==> config.mk <==
export PLATFORM = sky130hd
export DESIGN_NAME = gonso_stepper_drv
export DESIGN_NICKNAME = d
export VERILOG_FILES = /design/src/rtl/gonso_stepper_pkg.sv /design/src/rtl/gonso_step_timer.sv /design/src/rtl/gonso_stepper_drv.sv
export SDC_FILE = /design/constraint.sdc
export NUM_CORES = 1
export LEC_CHECK = 0
export CAP_MARGIN = 20
export CORE_UTILIZATION = 55
export DETAILED_ROUTE_END_ITERATION = 12
export PLACE_DENSITY = 0.91
export SYNTH_ARGS = -nofsm -noshare
export SYNTH_HDL_FRONTEND = slang
export SYNTH_SLANG_ARGS = --single-unit
export TNS_END_PERCENT = 20
==> constraint.sdc <==
create_clock -name wb_clk_i -period 3.4 [get_ports wb_clk_i]
set_input_delay 0.68 -clock wb_clk_i [delete_from_list [all_inputs] [get_ports wb_clk_i]]
set_output_delay 0.68 -clock wb_clk_i [all_outputs]
set_load 0.02 [all_outputs]
==> src/rtl/gonso_stepper_pkg.sv <==
// rtl/gonso_stepper_pkg.sv - shared FSM encodings, coil phase tables and period floor for the stepper driver
package gonso_stepper_pkg;

  typedef enum logic [1:0] {
    ST_IDLE = 2'd0,
    ST_RUN  = 2'd1,
    ST_DONE = 2'd2
  } state_t;

  localparam int PERIOD_MIN = 2;

  // Packed LSB-first: entry i lives at bits [4*i +: 4].
  localparam logic [15:0] FULL_TABLE = {4'b1001, 4'b1100, 4'b0110, 4'b0011};
  localparam logic [31:0] HALF_TABLE = {4'b1001, 4'b1000, 4'b1100, 4'b0100,
                                        4'b0110, 4'b0010, 4'b0011, 4'b0001};

endpackage

==> src/rtl/gonso_step_timer.sv <==
// rtl/gonso_step_timer.sv - step-period down-counter; tick when the count reaches 1, then reload
module gonso_step_timer #(
  parameter int PSIZE = 20
) (
  input  logic             wb_clk_i,
  input  logic             wb_rst_i,
  input  logic             load,
  input  logic             enable,
  input  logic [PSIZE-1:0] load_val,
  output logic             tick
);

  logic [PSIZE-1:0] count;

  assign tick = (count == PSIZE'(1));

  always_ff @(posedge wb_clk_i) begin
    if (wb_rst_i) begin
      count <= '0;
    end else if (load) begin
      count <= load_val;
    end else if (enable) begin
      if (tick) count <= load_val;
      else      count <= count - PSIZE'(1);
    end
  end

endmodule

==> src/rtl/gonso_stepper_drv.sv <==
// rtl/gonso_stepper_drv.sv - step command FSM, position tracking and coil phase drive
// Optional GONSO_STEPPER_HALFSTEP_EN selects the 8-entry half-step table (3-bit phase index).
module gonso_stepper_drv
  import gonso_stepper_pkg::*;
#(
  parameter int PSIZE = 20,
  parameter int SSIZE = 16
) (
  input  logic             wb_clk_i,
  input  logic             wb_rst_i,
  input  logic             cmd_valid_i,
  output logic             cmd_ready_o,
  input  logic [SSIZE-1:0] cmd_steps_i,
  input  logic             cmd_dir_i,
  input  logic [PSIZE-1:0] cmd_period_i,
  input  logic             cmd_hold_i,
  input  logic             abort_i,
  output logic [3:0]       motor_phase_o,
  output logic             busy_o,
  output logic             done_o,
  output logic             aborted_o,
  output logic [SSIZE-1:0] position_o
);

`ifdef GONSO_STEPPER_HALFSTEP_EN
  localparam int IW = 3;
`else
  localparam int IW = 2;
`endif

  function automatic logic [3:0] phase_of(input logic [IW-1:0] i);
`ifdef GONSO_STEPPER_HALFSTEP_EN
    return HALF_TABLE[{i, 2'b00} +: 4];
`else
    return FULL_TABLE[{i, 2'b00} +: 4];
`endif
  endfunction

  state_t           state;
  logic [PSIZE-1:0] period_q;
  logic [PSIZE-1:0] period_clamped;
  logic [SSIZE-1:0] steps_left;
  logic             dir_q;
  logic             hold_q;
  logic [IW-1:0]    idx_q;
  logic [IW-1:0]    idx_next;
  logic             accept;
  logic             tick;

  assign period_clamped = (cmd_period_i < PSIZE'(PERIOD_MIN)) ? PSIZE'(PERIOD_MIN) : cmd_period_i;
  assign accept         = cmd_valid_i && cmd_ready_o;
  assign idx_next       = dir_q ? idx_q + IW'(1) : idx_q - IW'(1);

  // The accept edge loads the fresh clamped period; later reloads use the latched copy.
  gonso_step_timer #(.PSIZE(PSIZE)) u_timer (
    .wb_clk_i (wb_clk_i),
    .wb_rst_i (wb_rst_i),
    .load     (accept),
    .enable   (state == ST_RUN),
    .load_val (accept ? period_clamped : period_q),
    .tick     (tick)
  );

  always_ff @(posedge wb_clk_i) begin
    if (wb_rst_i) begin
      state         <= ST_IDLE;
      cmd_ready_o   <= 1'b0;
      busy_o        <= 1'b0;
      done_o        <= 1'b0;
      aborted_o     <= 1'b0;
      position_o    <= '0;
      motor_phase_o <= 4'b0000;
      idx_q         <= '0;
      steps_left    <= '0;
      period_q      <= '0;
      dir_q         <= 1'b0;
      hold_q        <= 1'b0;
    end else begin
      done_o <= 1'b0;
      case (state)
        ST_IDLE: begin
          cmd_ready_o <= 1'b1;
          if (accept) begin
            cmd_ready_o   <= 1'b0;
            steps_left    <= cmd_steps_i;
            dir_q         <= cmd_dir_i;
            hold_q        <= cmd_hold_i;
            period_q      <= period_clamped;
            aborted_o     <= 1'b0;
            motor_phase_o <= phase_of(idx_q);
            if (cmd_steps_i == '0) begin
              state <= ST_DONE;
            end else begin
              state  <= ST_RUN;
              busy_o <= 1'b1;
            end
          end
        end
        ST_RUN: begin
          // Abort takes priority over a coincident step event.
          if (abort_i) begin
            state     <= ST_DONE;
            busy_o    <= 1'b0;
            aborted_o <= 1'b1;
          end else if (tick) begin
            idx_q         <= idx_next;
            motor_phase_o <= phase_of(idx_next);
            position_o    <= dir_q ? position_o + SSIZE'(1) : position_o - SSIZE'(1);
            steps_left    <= steps_left - SSIZE'(1);
            if (steps_left == SSIZE'(1)) begin
              state  <= ST_DONE;
              busy_o <= 1'b0;
            end
          end
        end
        ST_DONE: begin
          done_o <= 1'b1;
          if (!hold_q) motor_phase_o <= 4'b0000;
          state <= ST_IDLE;
        end
        default: state <= ST_IDLE;
      endcase
    end
  end

endmodule

* Word level (Yosys, flattened, before mapping) *
Index checks and enable logic that the tools add are counted.

operators by class
  $add $sub $neg = 6
  bitwise gates (word level) = 1
  magnitude comparators = 1
  reduce and logical (&&, ||, !) cells = 13
  equal/unequal tests = 12
  shift operators = 2
  multiplexer cells = 33

operators by type and width
  kind                       count
  $mux W20                   5
  $mux W16                   4
  $pmux W16 S2               1
  $shiftx A16 B5 Y4 const A  2
  $sub A16 B1 Y16 const B    2
  $eq A20 B1 Y1 const B      1
  $lt A20 B2 Y1 const B      1
  $sub A20 B1 Y20 const B    1
  $add A16 B1 Y16 const B    1
  $eq A16 B1 Y1 const B      1
  $logic_not A16 Y1          1
  $mux W4                    4
  $mux W2                    6
  $ne A2 B2 Y1 const B       6
  $pmux W4 S3                1
  $reduce_and A5 Y1          2
  $mux W1                    9
  $reduce_and A3 Y1          3
  $ne A3 B3 Y1 const B       2
  $pmux W1 S2                2
  $pmux W2 S2                1
  $reduce_and A4 Y1          1
  $reduce_bool A2 Y1         2
  $reduce_bool A3 Y1         1
  other kinds (8)            8

storage, ports and cells
  register bits = 86
  logic and storage cells = 81
  output and inout bits = 24

* Logic depth before layout (Yosys ltp) *
  depth in word-level cells = 6
  mapped depth = 9
  depth with buffers taken out = 8

* Modules after synthesis *
From an unflattened synthesis, not the netlist that was laid out.

unflattened totals
  cell total of the unflattened synthesis = 648
  area total of the unflattened synthesis = 5152.4 um^2

by module, submodules not included
  module             cells each  area an instance (um^2)  instances
  gonso_stepper_drv  473         3787.4                   1
  gonso_step_timer   175         1365.1                   1

* Worst setup path before layout *
OpenSTA, ideal clock, no wires.

  kind = reg2reg
  from = register dir_q
  to = register position_o[15]
  slack = 990 ps
  arrival time = 2290 ps
  path buffers = 0
  cell stages (with the launch flop) = 9
  period minus slack after synthesis = 2410 ps
  cells stage by stage = dfxtp_1 inv_1 ha_1 o21ai_0 o211ai_1 nand2_1 o31ai_1 mux2i_1 mux2_2

on the way
  longest elaborated chain between the ends = 1

RTL lines
  item                      line                      RTL
  start: declaration        gonso_stepper_drv.sv:43   logic dir_q;
  start signal: assignment  gonso_stepper_drv.sv:86   dir_q <= cmd_dir_i;
  $mux W16                  gonso_stepper_drv.sv:108  position_o <= dir_q ? position_o + SSIZE'(1) : position_o - SSIZE'(1);
  end signal: assignment    gonso_stepper_drv.sv:108
  end: declaration          gonso_stepper_drv.sv:22   output logic [SSIZE-1:0] position_o

No other way between the ends.
A chain may end at the register's enable or synchronous reset.

* Worst setup path in the final report *
  from = register dir_q
  to = register position_o[14]

The elaborated chain is that of the path after synthesis.

==> impl_metrics.toml <==
[routing]
drt_iter0_drc = 457
routedWlPerCell_um = 16.4
drt_pass1_iterations = 10
ant_nets = 0
drt_wl_total_um = 13400
drc = 10
vias_per_cell = 6.39
vias = 5223

[sta]
setup_slack_ns = 0.352
fmax_ghz = 0.328
timing.final.max_slew_violations = 0
hold_viol = 0
rsz0062_at_grt = "false"
period_share_pct = 89.6
tns_ns = 0
tightestPinTransition_ns = 0.948
min_period_ns = 3.05
max_slew_margin_pct = 36.5
whs_ns = 0.460
fin_skew_ns = 0.0168
setup_viol = 0

[synth]
syn-cell-area_sq_mm = 0.00504
synth_simple_gate_area_share_pct = 25.7
syn_inst = 654
ys.flop_type = "dfxtp_1"
synth_fa_ha_area_share_pct = 4.87
synth_top_family_by_area = "compound AO/OA/AOI/OAI gates"
ys_seq_area_share_pct = 34.2
synth_area_per_cell_sq_um = 7.70
synthDistinctLibCells = 71
ys_async_sr_fraction_pct = 0
ys_seq_elements = 86
synth_xor_area_share_pct = 1.91
yosysWarnings = 0
synth.net_count = 715
yosys-mux-area-fraction_pct = 2.09
synth-compound-area-share_pct = 26.9
synth-edff-count = 0

[power]
power_frac_seq_pct = 45.6
p_switching_uw = 816
clock_power_share_pct = 30.3
p_per_area_mw_per_mm2 = 413
irDropWorstVdd_mv = 0.266
p_leak_nw = 2.21
combinationalPowerShare_pct = 24.1
power_mw = 2.46
switching_share_pct = 33.1
p_int_mw = 1.65

[clock_tree]
cts_hold_buf = 0
clk_root_buffer_cell = "clkbuf_8"
cts_resized = 0
cts_tree = "built"
cts_buffer_depth = 2
cts.clk_slew.worst_paths_ns = 0.09
htree_levels = 3
post_cts_buffers = 0
numCtsBuffers = 9
clk_latency_ns = 0.37
cts.sinks = 86

[hold_path]
holdPathStages = 2
hp-class = "flip-flop to flip-flop"
min_from = "period_q[18]"
hold_end = "period_q[18]"

[finish]
diodes = 0
layout.cells.non_filler = 817
final_nets = 766
drive_gt1_share_pct = 7.48
areaGrowthSynthToFinish_pct = 18.3
final_core_utilization_pct = 67.7
design_area_sq_mm = 0.00596

[worst_setup_path]
cp-start-kind = "flip-flop"
r2r_start = "dir_q"
cp_max_fo = 15
timing.rr.end = "position_o[14]"
ff2ff_path_depth = 8
worstPathArrival_ns = 3.36
rrSetupSlack_ns = 0.35
criticalPathCategory = "flip-flop to flip-flop"
endpoint_kind = "flip-flop"
required_ns = 3.71

[floorplan]
placementRows = 34
dieArea_sq_mm = 0.00955
die_h_um = 97.7
coreArea_sq_mm = 0.00881
initial_core_util_pct = 57.2
io_pins = 66
die_x_um = 97.7

[status]
status = "finished, violations left"
violations = "DRC"

[placement]
pre_cts_slack_ns = 0.516
dp_hpwl_um = 9480
numPortBuffers = 65
dpl_cell_area_sq_mm = 0.00576
dp.cells = 801
gp_congestion = 0.899

[global_route]
grt-ovfl-total = 0
grt_max_degree = 41
grt_usage_pct = 28.9
grt_first_pass_wirelength_um = 22800
antenna_found_initial = 0
grt_pass1_vias = 4888

[job]
maxCapViolations = 0
-- cells in the mapped netlist (all sizes together), types with 4 or more instances --
cell     count  area share (%)
nor2        68             5.1
a211oi      11             1.6
buf          9             1.1
clkbuf      30             2.2
nand2      103             7.7
o21a         7             1.0
inv         13            0.97
dfxtp       86              34
a21oi       72             7.2
a22oi        4            0.60
mux2         4            0.89
nand4        5            0.92
nand3b       5            0.75
ha          18             4.5
nand2b       5            0.62
nor2b        5            0.62
a2bb2oi      9             1.6
o21ai       38             3.8
mux2i        6             1.2
a22o         5            0.87
o211ai       6            0.89
xnor2        7             1.2
a21o        10             1.5
nor4        19             3.2
o221ai       4            0.70
nor3        26             2.7
o31ai        7             1.0
nand3        9            0.99
or3          8             1.0
xor2         4            0.70
-- worst max-delay path, stage by stage, from the launching register on --
cell,delay [ns]
dfxtp_1,0.45
inv_1,0.31
ha_1,0.43
nor2b_1,0.29
o31ai_1,0.14
a211oi_1,0.44
o21ai_0,0.23
a2111oi_0,0.53
a311o_1,0.18
-- flip-flops by register name, summed over array words and instances, names as in the netlist, 2 cells and up --
register / flops
period_q: 20
u_timer.count: 20
position_o: 16
steps_left: 16
motor_phase_o: 4
idx_q: 2
state: 2
-- layer usage --
layer	vias up	GRT usage [%]	part of all wire, %
met4	0	14.3	3.0
li1	2500	-	-
met2	254	47.2	47
met5	-	0	0
met1	2427	37.7	43
met3	42	3.88	6.6
-- area by class of cell --
class | count | area, sq um
Clock buffer | 9 | 124
Sequential cell | 86 | 1720
Multi-Input combinational cell | 516 | 3110
Clock inverter | 6 | 70.1
Inverter | 13 | 48.8
Fill cell | 699 | 2850
Tap cell | 108 | 135
Timing Repair Buffer | 79 | 751
-- cell usage in the layout, fill, tap and decap left out, types with 6 or more instances in the layout --
| cell type | netlist | final |
|---|---|---|
| xnor2_1 | 7 | 7 |
| inv_1 | 13 | 13 |
| clkbuf_8 | 0 | 9 |
| a21o_1 | 10 | 10 |
| a21oi_1 | 72 | 72 |
| a2bb2oi_1 | 9 | 9 |
| buf_4 | 0 | 14 |
| clkdlybuf4s50_1 | 0 | 64 |
| nor3_1 | 25 | 24 |
| nor2_1 | 67 | 67 |
| o21ai_0 | 37 | 37 |
| or3_1 | 7 | 7 |
| o31ai_1 | 7 | 7 |
| nand2_1 | 103 | 103 |
| nand3_1 | 8 | 8 |
| o211ai_1 | 6 | 6 |
| dfxtp_1 | 86 | 86 |
| nor4_1 | 14 | 14 |
| mux2i_1 | 6 | 6 |
| ha_1 | 18 | 18 |
| o21a_1 | 7 | 7 |
| a211oi_1 | 11 | 11 |
-- cell families (layout without fill, tap and decap cells) --
| logic type | Yosys count | after routing |
|---|---|---|
| AO/OA/AOI/OAI | 208 | 208 |
| XOR/XNOR | 11 | 11 |
| adder cells (fa/ha/maj) | 19 | 19 |
| buffers and inverters | 52 | 107 |
| flip-flops | 86 | 86 |
| multiplexers | 10 | 10 |
| AND/OR/NAND/NOR | 268 | 268 |
-- worst max path at each step --
stage / from / to / slack, ns / depth (start not counted)
CTS: dir_q / position_o[14] / 0.48 / 8
finish: dir_q / position_o[14] / 0.35 / 8
global route: dir_q / position_o[14] / 0.25 / 8
floorplan: dir_q / position_o[15] / 0.99 / 8
global placement: dir_q / position_o[14] / 0.72 / 8
detailed placement: dir_q / position_o[14] / 0.52 / 8
-- power by group through the flow --
stage	sequential [mW]	combinational, mW	clock (mW)
5_1_grt	1.13	0.653	0.790
2_1_floorplan	1.13	0.402	0
3_5_place_dp	1.14	0.576	0
6_report	1.12	0.593	0.746
4_1_cts	1.12	0.581	0.745
3_3_place_gp	1.14	0.554	0
Power figures use the tool's default switching activity.
